<file path="src/rtl/bm_pkg.sv">
// Shared types and constants for the block-matching result path.
// Holds the qualified-result layout and the frame/invalid markers.
package bm_pkg;

    typedef struct packed {
        logic [15:0] blk_index;
        logic [7:0]  disp;
        logic [7:0]  confidence;
    } disp_result_t;

    localparam logic [15:0] INVALID_COORDS = 16'hFFFF;
    localparam logic [11:0] FRAME_IDX_MASK = 12'hFFF;

    function automatic logic [7:0] sat_sub(
        input logic [7:0] a,
        input logic [7:0] b
    );
        return (a > b) ? a - b : 8'd0;
    endfunction

endpackage

</file>
<file path="src/rtl/disparity_qualifier_fifo_if.sv">
// Result stream toward the writer.
// First-word-fall-through head with valid/ready handshake.
interface disparity_qualifier_fifo_if;
    import bm_pkg::*;

    disp_result_t out_data;
    logic         out_sof;
    logic         out_valid;
    logic         out_ready;

    modport master (
        output out_data,
        output out_sof,
        output out_valid,
        input  out_ready
    );

    modport slave (
        input  out_data,
        input  out_sof,
        input  out_valid,
        output out_ready
    );

endinterface

</file>
<file path="src/rtl/sync_fwft_fifo.sv">
// Single-clock first-word-fall-through FIFO.
// Occupancy counter decides full/empty; pointers wrap modulo DEPTH.
module sync_fwft_fifo #(
    parameter int WIDTH = 33,
    parameter int DEPTH = 16
) (
    input  logic                     clk,
    input  logic                     reset,
    input  logic                     push,
    input  logic [WIDTH-1:0]         din,
    input  logic                     pop,
    output logic [WIDTH-1:0]         dout,
    output logic [$clog2(DEPTH):0]   level,
    output logic                     full,
    output logic                     empty
);

    localparam int AW = $clog2(DEPTH);

    logic [WIDTH-1:0] mem [DEPTH];
    logic [AW-1:0]    wr_ptr;
    logic [AW-1:0]    rd_ptr;
    logic             do_push;
    logic             do_pop;

    assign full    = (level == (AW+1)'(DEPTH));
    assign empty   = (level == '0);
    assign do_pop  = pop & ~empty;
    assign do_push = push & (~full | do_pop);
    assign dout    = empty ? '0 : mem[rd_ptr];

    // Storage array; written only, never reset.
    always_ff @(posedge clk) begin
        if (do_push) mem[wr_ptr] <= din;
    end

    // Pointers and occupancy.
    always_ff @(posedge clk or negedge reset) begin
        if (!reset) begin
            wr_ptr <= '0;
            rd_ptr <= '0;
            level  <= '0;
        end else begin
            if (do_push) wr_ptr <= wr_ptr + AW'(1);
            if (do_pop)  rd_ptr <= rd_ptr + AW'(1);
            if (do_push && !do_pop)
                level <= level + (AW+1)'(1);
            else if (do_pop && !do_push)
                level <= level - (AW+1)'(1);
        end
    end

endmodule

</file>
<file path="src/rtl/disparity_qualifier_fifo.sv">
// Scores each winning match, rejects weak ones and buffers
// the qualified results for the writer; counts overflow drops.
module disparity_qualifier_fifo #(
    parameter int          DEPTH        = 16,
    parameter logic [7:0]  INVALID_DISP = 8'hFF,
    parameter int          CNT_W        = 16
) (
    input  logic                   clk,
    input  logic                   reset,
    input  logic [7:0]             min_sum,
    input  logic [7:0]             min_sumh,
    input  logic [7:0]             average_sum,
    input  logic [15:0]            min_out_coords,
    input  logic [15:0]            min_blk_index_o,
    input  logic                   min_sum_valid,
    input  logic [7:0]             conf_thresh,
    input  logic [7:0]             uniq_thresh,
    disparity_qualifier_fifo_if.master res,
    output logic                   overflow,
    output logic [CNT_W-1:0]       drop_count,
    output logic [$clog2(DEPTH):0] fifo_level
);
    import bm_pkg::*;

    disp_result_t cap;
    logic         cap_sof;
    disp_result_t s1_res;
    logic         s1_sof;
    logic         s1_valid;
    logic [7:0]   conf;
    logic [7:0]   uniq;
    logic         reject;
    logic         pop;
    logic         full;
    logic         empty;
    logic         drop;
    logic [32:0]  head;

    // Confidence/uniqueness scoring and result formatting.
    always_comb begin
        conf   = sat_sub(average_sum, min_sum);
        uniq   = sat_sub(min_sumh, min_sum);
        reject = (min_out_coords == INVALID_COORDS) |
                 (conf < conf_thresh) |
                 (uniq < uniq_thresh);
        cap.blk_index  = min_blk_index_o;
        cap.disp       = reject ? INVALID_DISP : min_out_coords[7:0];
        cap.confidence = conf;
        cap_sof = ((min_blk_index_o[11:0] & FRAME_IDX_MASK) == 12'd0);
    end

    // Stage 1 register; never stalls the matcher.
    always_ff @(posedge clk or negedge reset) begin
        if (!reset) begin
            s1_valid <= 1'b0;
            s1_res   <= '0;
            s1_sof   <= 1'b0;
        end else begin
            s1_valid <= min_sum_valid;
            if (min_sum_valid) begin
                s1_res <= cap;
                s1_sof <= cap_sof;
            end
        end
    end

    assign pop  = res.out_valid & res.out_ready;
    assign drop = s1_valid & full & ~pop;

    sync_fwft_fifo #(
        .WIDTH (33),
        .DEPTH (DEPTH)
    ) u_fifo (
        .clk   (clk),
        .reset (reset),
        .push  (s1_valid),
        .din   ({s1_sof, s1_res}),
        .pop   (pop),
        .dout  (head),
        .level (fifo_level),
        .full  (full),
        .empty (empty)
    );

    assign res.out_valid = ~empty;
    assign res.out_sof   = head[32];
    assign res.out_data  = head[31:0];

    // Sticky overflow flag and saturating drop counter.
    always_ff @(posedge clk or negedge reset) begin
        if (!reset) begin
            overflow   <= 1'b0;
            drop_count <= '0;
        end else if (drop) begin
            overflow <= 1'b1;
            if (drop_count != '1)
                drop_count <= drop_count + CNT_W'(1);
        end
    end

endmodule

</file>
<file path="src/flat_wrapper.sv">
// flat-port wrapper written by rule: the top's interface ports become plain ports
module disparity_qualifier_fifo_flat import bm_pkg::*;
#(
    parameter int          DEPTH        = 16,
    parameter logic [7:0]  INVALID_DISP = 8'hFF,
    parameter int          CNT_W        = 16
)
  (clk, reset, min_sum, min_sumh, average_sum, min_out_coords, min_blk_index_o, min_sum_valid, conf_thresh, uniq_thresh, overflow, drop_count, fifo_level, res_out_data, res_out_sof, res_out_valid, res_out_ready);
  disparity_qualifier_fifo_if res_i ();
  input  logic clk;
  input  logic reset;
  input  logic [7:0] min_sum;
  input  logic [7:0] min_sumh;
  input  logic [7:0] average_sum;
  input  logic [15:0] min_out_coords;
  input  logic [15:0] min_blk_index_o;
  input  logic min_sum_valid;
  input  logic [7:0] conf_thresh;
  input  logic [7:0] uniq_thresh;
  output logic overflow;
  output logic [CNT_W-1:0] drop_count;
  output logic [$clog2(DEPTH):0] fifo_level;
  output wire logic [$bits(res_i.out_data)-1:0] res_out_data;
  output wire logic [$bits(res_i.out_sof)-1:0] res_out_sof;
  output wire logic [$bits(res_i.out_valid)-1:0] res_out_valid;
  input wire logic [$bits(res_i.out_ready)-1:0] res_out_ready;
  assign res_out_data = res_i.out_data;
  assign res_out_sof = res_i.out_sof;
  assign res_out_valid = res_i.out_valid;
  assign res_i.out_ready = res_out_ready;
  disparity_qualifier_fifo #(.DEPTH(DEPTH), .INVALID_DISP(INVALID_DISP), .CNT_W(CNT_W)) u_core (.clk(clk), .reset(reset), .min_sum(min_sum), .min_sumh(min_sumh), .average_sum(average_sum), .min_out_coords(min_out_coords), .min_blk_index_o(min_blk_index_o), .min_sum_valid(min_sum_valid), .conf_thresh(conf_thresh), .uniq_thresh(uniq_thresh), .res(res_i), .overflow(overflow), .drop_count(drop_count), .fifo_level(fifo_level));
endmodule
</file>
<file path="config.mk">
export PLATFORM = sky130hd
export DESIGN_NAME = disparity_qualifier_fifo_flat
export DESIGN_NICKNAME = d
export VERILOG_FILES = /design/src/rtl/bm_pkg.sv /design/src/rtl/disparity_qualifier_fifo_if.sv /design/src/rtl/sync_fwft_fifo.sv /design/src/rtl/disparity_qualifier_fifo.sv /design/src/flat_wrapper.sv
export SDC_FILE = /design/constraint.sdc
export NUM_CORES = 1
export LEC_CHECK = 0
export ABC_AREA = 1
export CAP_MARGIN = 10
export CORE_MARGIN = 2
export CORE_UTILIZATION = 50
export CTS_BUF_LIST = sky130_fd_sc_hd__clkbuf_8
export DETAILED_ROUTE_END_ITERATION = 8
export GPL_ROUTABILITY_DRIVEN = 1
export HOLD_SLACK_MARGIN = 0.12
export PLACE_DENSITY = 0.68
export REMOVE_ABC_BUFFERS = 1
export SLEW_MARGIN = 15
export SYNTH_ARGS = -nofsm -noshare
export SYNTH_HDL_FRONTEND = slang
export SYNTH_SLANG_ARGS = --single-unit
</file>
<file path="constraint.sdc">
create_clock -name clk -period 5.29 [get_ports clk]
set_clock_uncertainty 0.05 [all_clocks]
set_input_delay 0.7935 -clock clk [delete_from_list [all_inputs] [get_ports clk]]
set_output_delay 0.7935 -clock clk [all_outputs]
set_load 0.03 [all_outputs]
</file>
==> results of run 1 <==
[worst max-delay path: stages, from the launching register on]
cell	delay, ps
dfrtp_4	690
buf_4	730
o21ai_0	230
o22ai_1	230
nor2_1	70
nor2_1	110
o21ai_1	70
a21oi_1	210
clkdlybuf4s50_1	740
[logic make-up (layout without fill, tap and decap cells)]
logic type	Yosys count	count (layout)
AO/OA/AOI/OAI	499	499
adder cells (fa/ha/maj)	43	43
AND/OR/NAND/NOR	606	606
flip-flops	592	592
buffers and inverters	207	444
XOR/XNOR	23	23
[stage by stage]
stage,setup slack (ps),std cells,power [W]
6_report,664,2829,0.0154
5_1_grt,444,2829,0.0162
4_1_cts,700,2829,0.0155
3_5_place_dp,1230,2647,0.0115
3_3_place_gp,1390,2647,0.0114
2_1_floorplan,-3680,1853,0.00921
[final timing paths]
kind	to	slack, ps	cells past startpoint
max	res_out_data[13]	660	8
max in group asynchronous	u_core.u_fifo.rd_ptr[0]	3580	3
min	u_core.overflow	450	2
min in group asynchronous	u_core.drop_count[14]	640	2
min reg2reg	u_core.overflow	450	2
max reg2reg	u_core.u_fifo.level[4]	2050	15
[state kept, by name (all words and copies together) (netlist names)]
signal,flops
u_core.u_fifo.level,5
u_core.s1_valid,1
u_core.u_fifo.wr_ptr,4
u_core.u_fifo.rd_ptr,4
u_core.overflow,1
u_core.s1_sof,1
u_core.drop_count,16
u_core.s1_res,32
u_core.u_fifo.mem,528
[cell usage in the layout (no fill, tap or decap), types with 30 or more instances in the layout]
cell type        count
nand2_1            145
o22ai_1             30
clkdlybuf4s50_1    130
inv_1              120
ha_1                40
o21ai_0            281
nor2_1             336
o221ai_1           102
nand3_1             66
clkbuf_8           109
edfxtp_1           528
a21oi_1             55
dfrtp_1             61
buf_4               32
[layer usage]
metal  vias to the layer above  GRT usage, %
met3                       134          5.54
met5                         -             0
met1                      8156          33.1
met2                       843          40.4
met4                         0          9.78
li1                       7557             -
[cells in the mapped netlist (8+ instances only)]
cell type  instances
xor2_1            16
clkbuf_1          98
o21ai_1           19
buf_2             10
o221ai_1         102
a21oi_1           55
nor2_1           353
dfrtp_1           64
nand3_1           66
or2_2              8
edfxtp_1         528
o22ai_1           30
o21ai_0          281
ha_1              40
nand2_1          145
inv_1             83
nand4_1           15
[power breakdown]
group          switching (W)  total (W)  leakage, nW  internal (W)
Combinational        0.00368    0.00543         3.42       0.00175
Sequential          0.000343    0.00598         5.46       0.00564
Clock                0.00180    0.00403         1.17       0.00223
Total                0.00583     0.0154         10.1       0.00962
[layout make-up]
class	instances	area, um^2
inverters	90	344
multi-input cells	1171	6320
flip-flops and latches	592	17500
repair buffers	173	1750
well taps	622	778
clock buffers	109	1500
fillers	3905	20000
clock inverters	72	488
==> impl_results.md, run 1 <==
* Chip height at 225 um
* Status: complete, no violations
* DP Area at 26600 um^2
* Root Buffer: clkbuf_8
* Synthesized flop and latch total at 592
* Slew HR at 28.8%
* Initial antenna violation count at 0
* Placeable Area at 48600 um^2
* Final nets at 2245
* Die width at 225 um
* Die ar. at 50700 um^2
* Ratio of final minimum period to clock period at 87.4%
* Area fraction in and, or, nand and nor cells after synthesis at 10.1%
* Via Count at 16690
* Max Used Layer: met4
* # diodes at 0
* GRT overflow at 0
* Final Util at 58.9%
* Top cell type by total area after synthesis: edfxtp_1
* Post-synth top flop: edfxtp_1
* Post-Synth Adder-Cell Area at 2.29%
* Total Routing Usage GR at 25.0%
* TNS Setup at 0 ps
* Critical Path RT at 4450 ps
* Slew Limit Fails at 0
* Initial Utilization at 50.3%
* Post-synthesis cell count at 1970
* Wirelength per Cell at 22.2 um
* Critical Path Fanout Max at 82
* Hold Vio Cnt, Final at 0
* Mapped Avg Cell Area at 12.4 um^2
* Routability cong. at 0.891
* Hold Path Origin: u_core.overflow
* Crit. End Element: primary output
* CTS max path bufs at 3
* Clock sink count at 592
* Postcts setup bufs at 0
* DRT iter0 DRCs at 1710
* Crit path kind: reg2out
* DR vias/cell at 5.90
* Worst slew pin tran at 1070 ps
* CTS tree: done
* Worst Hold Class: reg2reg
* Max_cap viols at 0
* Post-synth ARST share at 10.8%
* Crit start category: flop
* First-pass GRT wire length at 95300 um
* Fraction of layout cells with a size suffix above 1 at 9.74%
* Main combinational cell family by area after synthesis: compound AO/OA/AOI/OAI gates
* Final instance area at 28600 um^2
* Setup violations, final at 0
* Leak at 10.1 nW
* Pre-antenna DRT Iters at 7
* Met3 WL at 5430 um
* Antenna Violating Nets Remaining at 0
* Portion of netlist area occupied by mux cells at 0%
* Hold WS at 447 ps
* Netlist cell types at 40
* Number of H-tree levels at 3
* Crit path DAT at 3780 ps
* Drt total wl at 62700 um
* Post-CTS sizing at 0
* Seq/Total Area, Yosys at 71.4%
* Synth Cell Area at 24400 um^2
* Critical R2R Launch: u_core.u_fifo.level[0]
* M1 wire length at 25500 um
* Power density over cell area at 539 nW/um^2
* Skew-Pair Late Insertion Delay at 680 ps
* FP Rows at 81
* Post-Synth XOR/XNOR Area at 0.824%
* Detailed Place HPWL at 34000 um
* CP Launch Point: u_core.u_fifo.rd_ptr[0]
* Largest net degree at the start of global routing at 153
* Post-synth EDFFs at 528
* Compound-Gate Fraction of Synth Area at 12.1%
* Number of global-route vias before repair at 16690
* Largest cells by area after synthesis: edfxtp_1 (65%), dfrtp_1 (6.6%), o21ai_0 (5.8%)
* I/O Buffers at 131
* Num CTS Buffers at 98
* Clock transition at path regs at 60 ps
* Area share of the largest cell type after synthesis at 64.9%
* Fin crit period at 4630 ps
* Highest clock rate at 216 MHz
* IO Pins at 132
* RSZ-0062 raised after global routing: false
* Worst vdd ir at 330 uV
* Hold buffers post-CTS at 1
* YS warnings at 0
* Area grow syn2layout at 17.2%
* # DRC at 0
* Met2 WL post-DR at 30000 um
(Power assumes the default switching activity.)
==> run 2, diff against run 1 <==
--- a/config.mk
+++ b/config.mk
@@ -8,12 +8,11 @@
 export ABC_AREA = 1
 export CAP_MARGIN = 10
 export CORE_MARGIN = 2
-export CORE_UTILIZATION = 50
+export CORE_UTILIZATION = 25
 export CTS_BUF_LIST = sky130_fd_sc_hd__clkbuf_8
 export DETAILED_ROUTE_END_ITERATION = 8
 export GPL_ROUTABILITY_DRIVEN = 1
 export HOLD_SLACK_MARGIN = 0.12
-export PLACE_DENSITY = 0.68
 export REMOVE_ABC_BUFFERS = 1
 export SLEW_MARGIN = 15
 export SYNTH_ARGS = -nofsm -noshare
==> run 2 against run 1 <==
Compared with the run above: die area is 98% higher; worst hold slack worse by 26 ps; wire length is 7.1% higher; sequential cell count stayed put; sequential share of layout area is 1.3 points lower; clock power is 5% lower; register-to-register slack worse by 400 ps; critical path type unchanged; critical endpoint is now res_out_data[5]; largest power group unchanged.
==> impl_results.md, run 2 (synthesis gave the netlist of run 1 again) <==
* # diodes at 0 (unchanged)
* Worst slew pin tran at 1200 ps (+129 ps)
* Crit path DAT at 3780 ps (about the same)
* Final nets at 2239 (-0.27%)
* Met2 WL post-DR at 31100 um (+3.7%)
* Initial Utilization at 25.2% (-25 points)
* Placed Instances at 3296 (+25%)
* Placeable Area at 96900 um^2 (+99%)
* Setup violations, final at 0 (unchanged)
* Top reg by flops: u_core.u_fifo.mem
* Number of H-tree levels at 3 (unchanged)
* Root Buffer: clkbuf_8
* Hold buffers post-CTS at 1 (unchanged)
* Crit path kind: reg2out
* Max reg flops at 528 (unchanged)
* I/O Buffers at 131 (unchanged)
* Fin crit period at 4620 ps (-4.40 ps)
* Clock transition at path regs at 60 ps (about the same)
* M1 wire length at 29700 um (+17%)
* Commonest non-fill, non-tap cell in the layout: edfxtp_1
* Area grow syn2layout at 19.8%
* # DRC at 0 (unchanged)
* Crit start category: flop
* IO Pins at 132 (unchanged)
* Die ar. at 100000 um^2 (+98%)
* Routability cong. at 0.785 (-12%)
* Number of global-route vias before repair at 15931 (-4.5%)
* RSZ-0062 raised after global routing: false
* Leak at 9.98 nW (-0.79%)
* Chip height at 317 um (+41%)
* Slew Limit Fails at 0 (unchanged)
* Area used by multi-input combinational logic at 6320 um^2 (unchanged)
* Via Count at 16351 (-2.0%)
* FF+latch area at 17500 um^2 (unchanged)
* First-pass GRT wire length at 99400 um (+4.3%)
* Worst Hold Class: reg2reg
* Fraction of layout cells with a size suffix above 1 at 9.30% (-0.44 points)
* Num CTS Buffers at 97 (-1.0%)
* Biggest regs: u_core.u_fifo.mem: 528 flops, u_core.s1_res: 32 flops, u_core.drop_count: 16 flops
* Critical Path Fanout Max at 224 (+170%)
* CTS tree: done
* DR vias/cell at 4.70 (-20%)
* Clock sink count at 592 (unchanged)
* Worst vdd ir at 535 uV (+62%)
* Initial antenna violation count at 0 (unchanged)
* Total Power at 0.0154 W (-0.43%)
* Pre-antenna DRT Iters at 6 (-1)
* FP Rows at 114 (+41%)
* Final Non-Filler Cells at 3480 (+23%)
* GRT overflow at 0 (unchanged)
* Met3 WL at 5220 um (-3.8%)
* Die width at 317 um (+41%)
* Wirelength per Cell at 19.3 um (-13%)
* Most frequent cells in the layout: edfxtp_1 (528), nor2_1 (336), o21ai_0 (281), nand2_1 (145), clkdlybuf4s50_1 (129)
* Post-Place Worst Slack at 1270 ps (+41.3 ps)
* DRT iter0 DRCs at 1487 (-13%)
* TNS Setup at 0 ps (unchanged)
* Crit. End Element: primary output
* Antenna Violating Nets Remaining at 0 (unchanged)
* Slew HR at 20.0% (-8.8 points)
* Post-CTS sizing at 0 (unchanged)
* Drt total wl at 67200 um (+7.1%)
* Final Util at 30.2% (-29 points)
* Fill count at 9707 (+150%)
* Max Used Layer: met4
* Power density over cell area at 525 nW/um^2 (-2.6%)
* Max_cap viols at 0 (unchanged)
* Highest clock rate at 216 MHz (about the same)
* Setup ws final at 668 ps (+4.40 ps)
* Skew-Pair Late Insertion Delay at 700 ps (+20 ps)
* Total Routing Usage GR at 13.1% (-12 points)
* Status: complete, no violations
* Largest net degree at the start of global routing at 225 (+47%)
* Postcts setup bufs at 0 (unchanged)
* Detailed Place HPWL at 35300 um (+3.7%)
* Ratio of final minimum period to clock period at 87.4% (about the same)
* Hold Vio Cnt, Final at 0 (unchanged)
* Critical Path RT at 4450 ps (about the same)
* CTS max path bufs at 3 (unchanged)
==> run 2: cell type report <==
class                   count  area share (%)
well taps                1276            5.45
flip-flops and latches    592            59.6
repair buffers            168            5.71
clock inverters            78            1.50
clock buffers             105            4.94
multi-input cells        1171            21.6
inverters                  90            1.18
==> run 2: per-layer routing <==
metal | vias to the layer above | global-route usage, %
met3 | 83 | 2.79
met1 | 8089 | 18.4
met2 | 643 | 20.7
li1 | 7536 | -
met5 | - | 0
met4 | 0 | 3.21
==> run 2: path summary, 6_finish.rpt <==
kind,depth (start not counted),start,endpoint,slack [ps]
max in group asynchronous,3,reset,u_core.u_fifo.rd_ptr[1],3600
setup / recovery,6,u_core.u_fifo.rd_ptr[0],res_out_data[5],670
hold / removal,2,u_core.overflow,u_core.overflow,420
hold reg to reg,2,u_core.overflow,u_core.overflow,420
min in group asynchronous,2,reset,u_core.overflow,620
setup reg to reg,15,u_core.u_fifo.level[0],u_core.u_fifo.level[4],1650
==> run 2: per-stage QoR <==
stage,hold WS (ps),area [um^2]
after floorplan,448,24000
after global placement,403,27400
after detailed placement,410,27400
after CTS,428,29300
after global routing,460,29300
final,421,29300
==> run 2: report_power, final <==
| part | internal [W] | total (W) | switching [W] |
|---|---|---|---|
| logic | 0.00174 | 0.00560 | 0.00387 |
| registers | 0.00564 | 0.00593 | 0.000293 |
| clock network | 0.00199 | 0.00384 | 0.00185 |
==> run 2: critical path, stage by stage, from the launching register on <==
cell and delay, ps:
dfrtp_4 460, buf_12 610, o21ai_0 230, o221ai_1 240, nand3_1 100, a21oi_1 440
clkdlybuf4s50_1 770
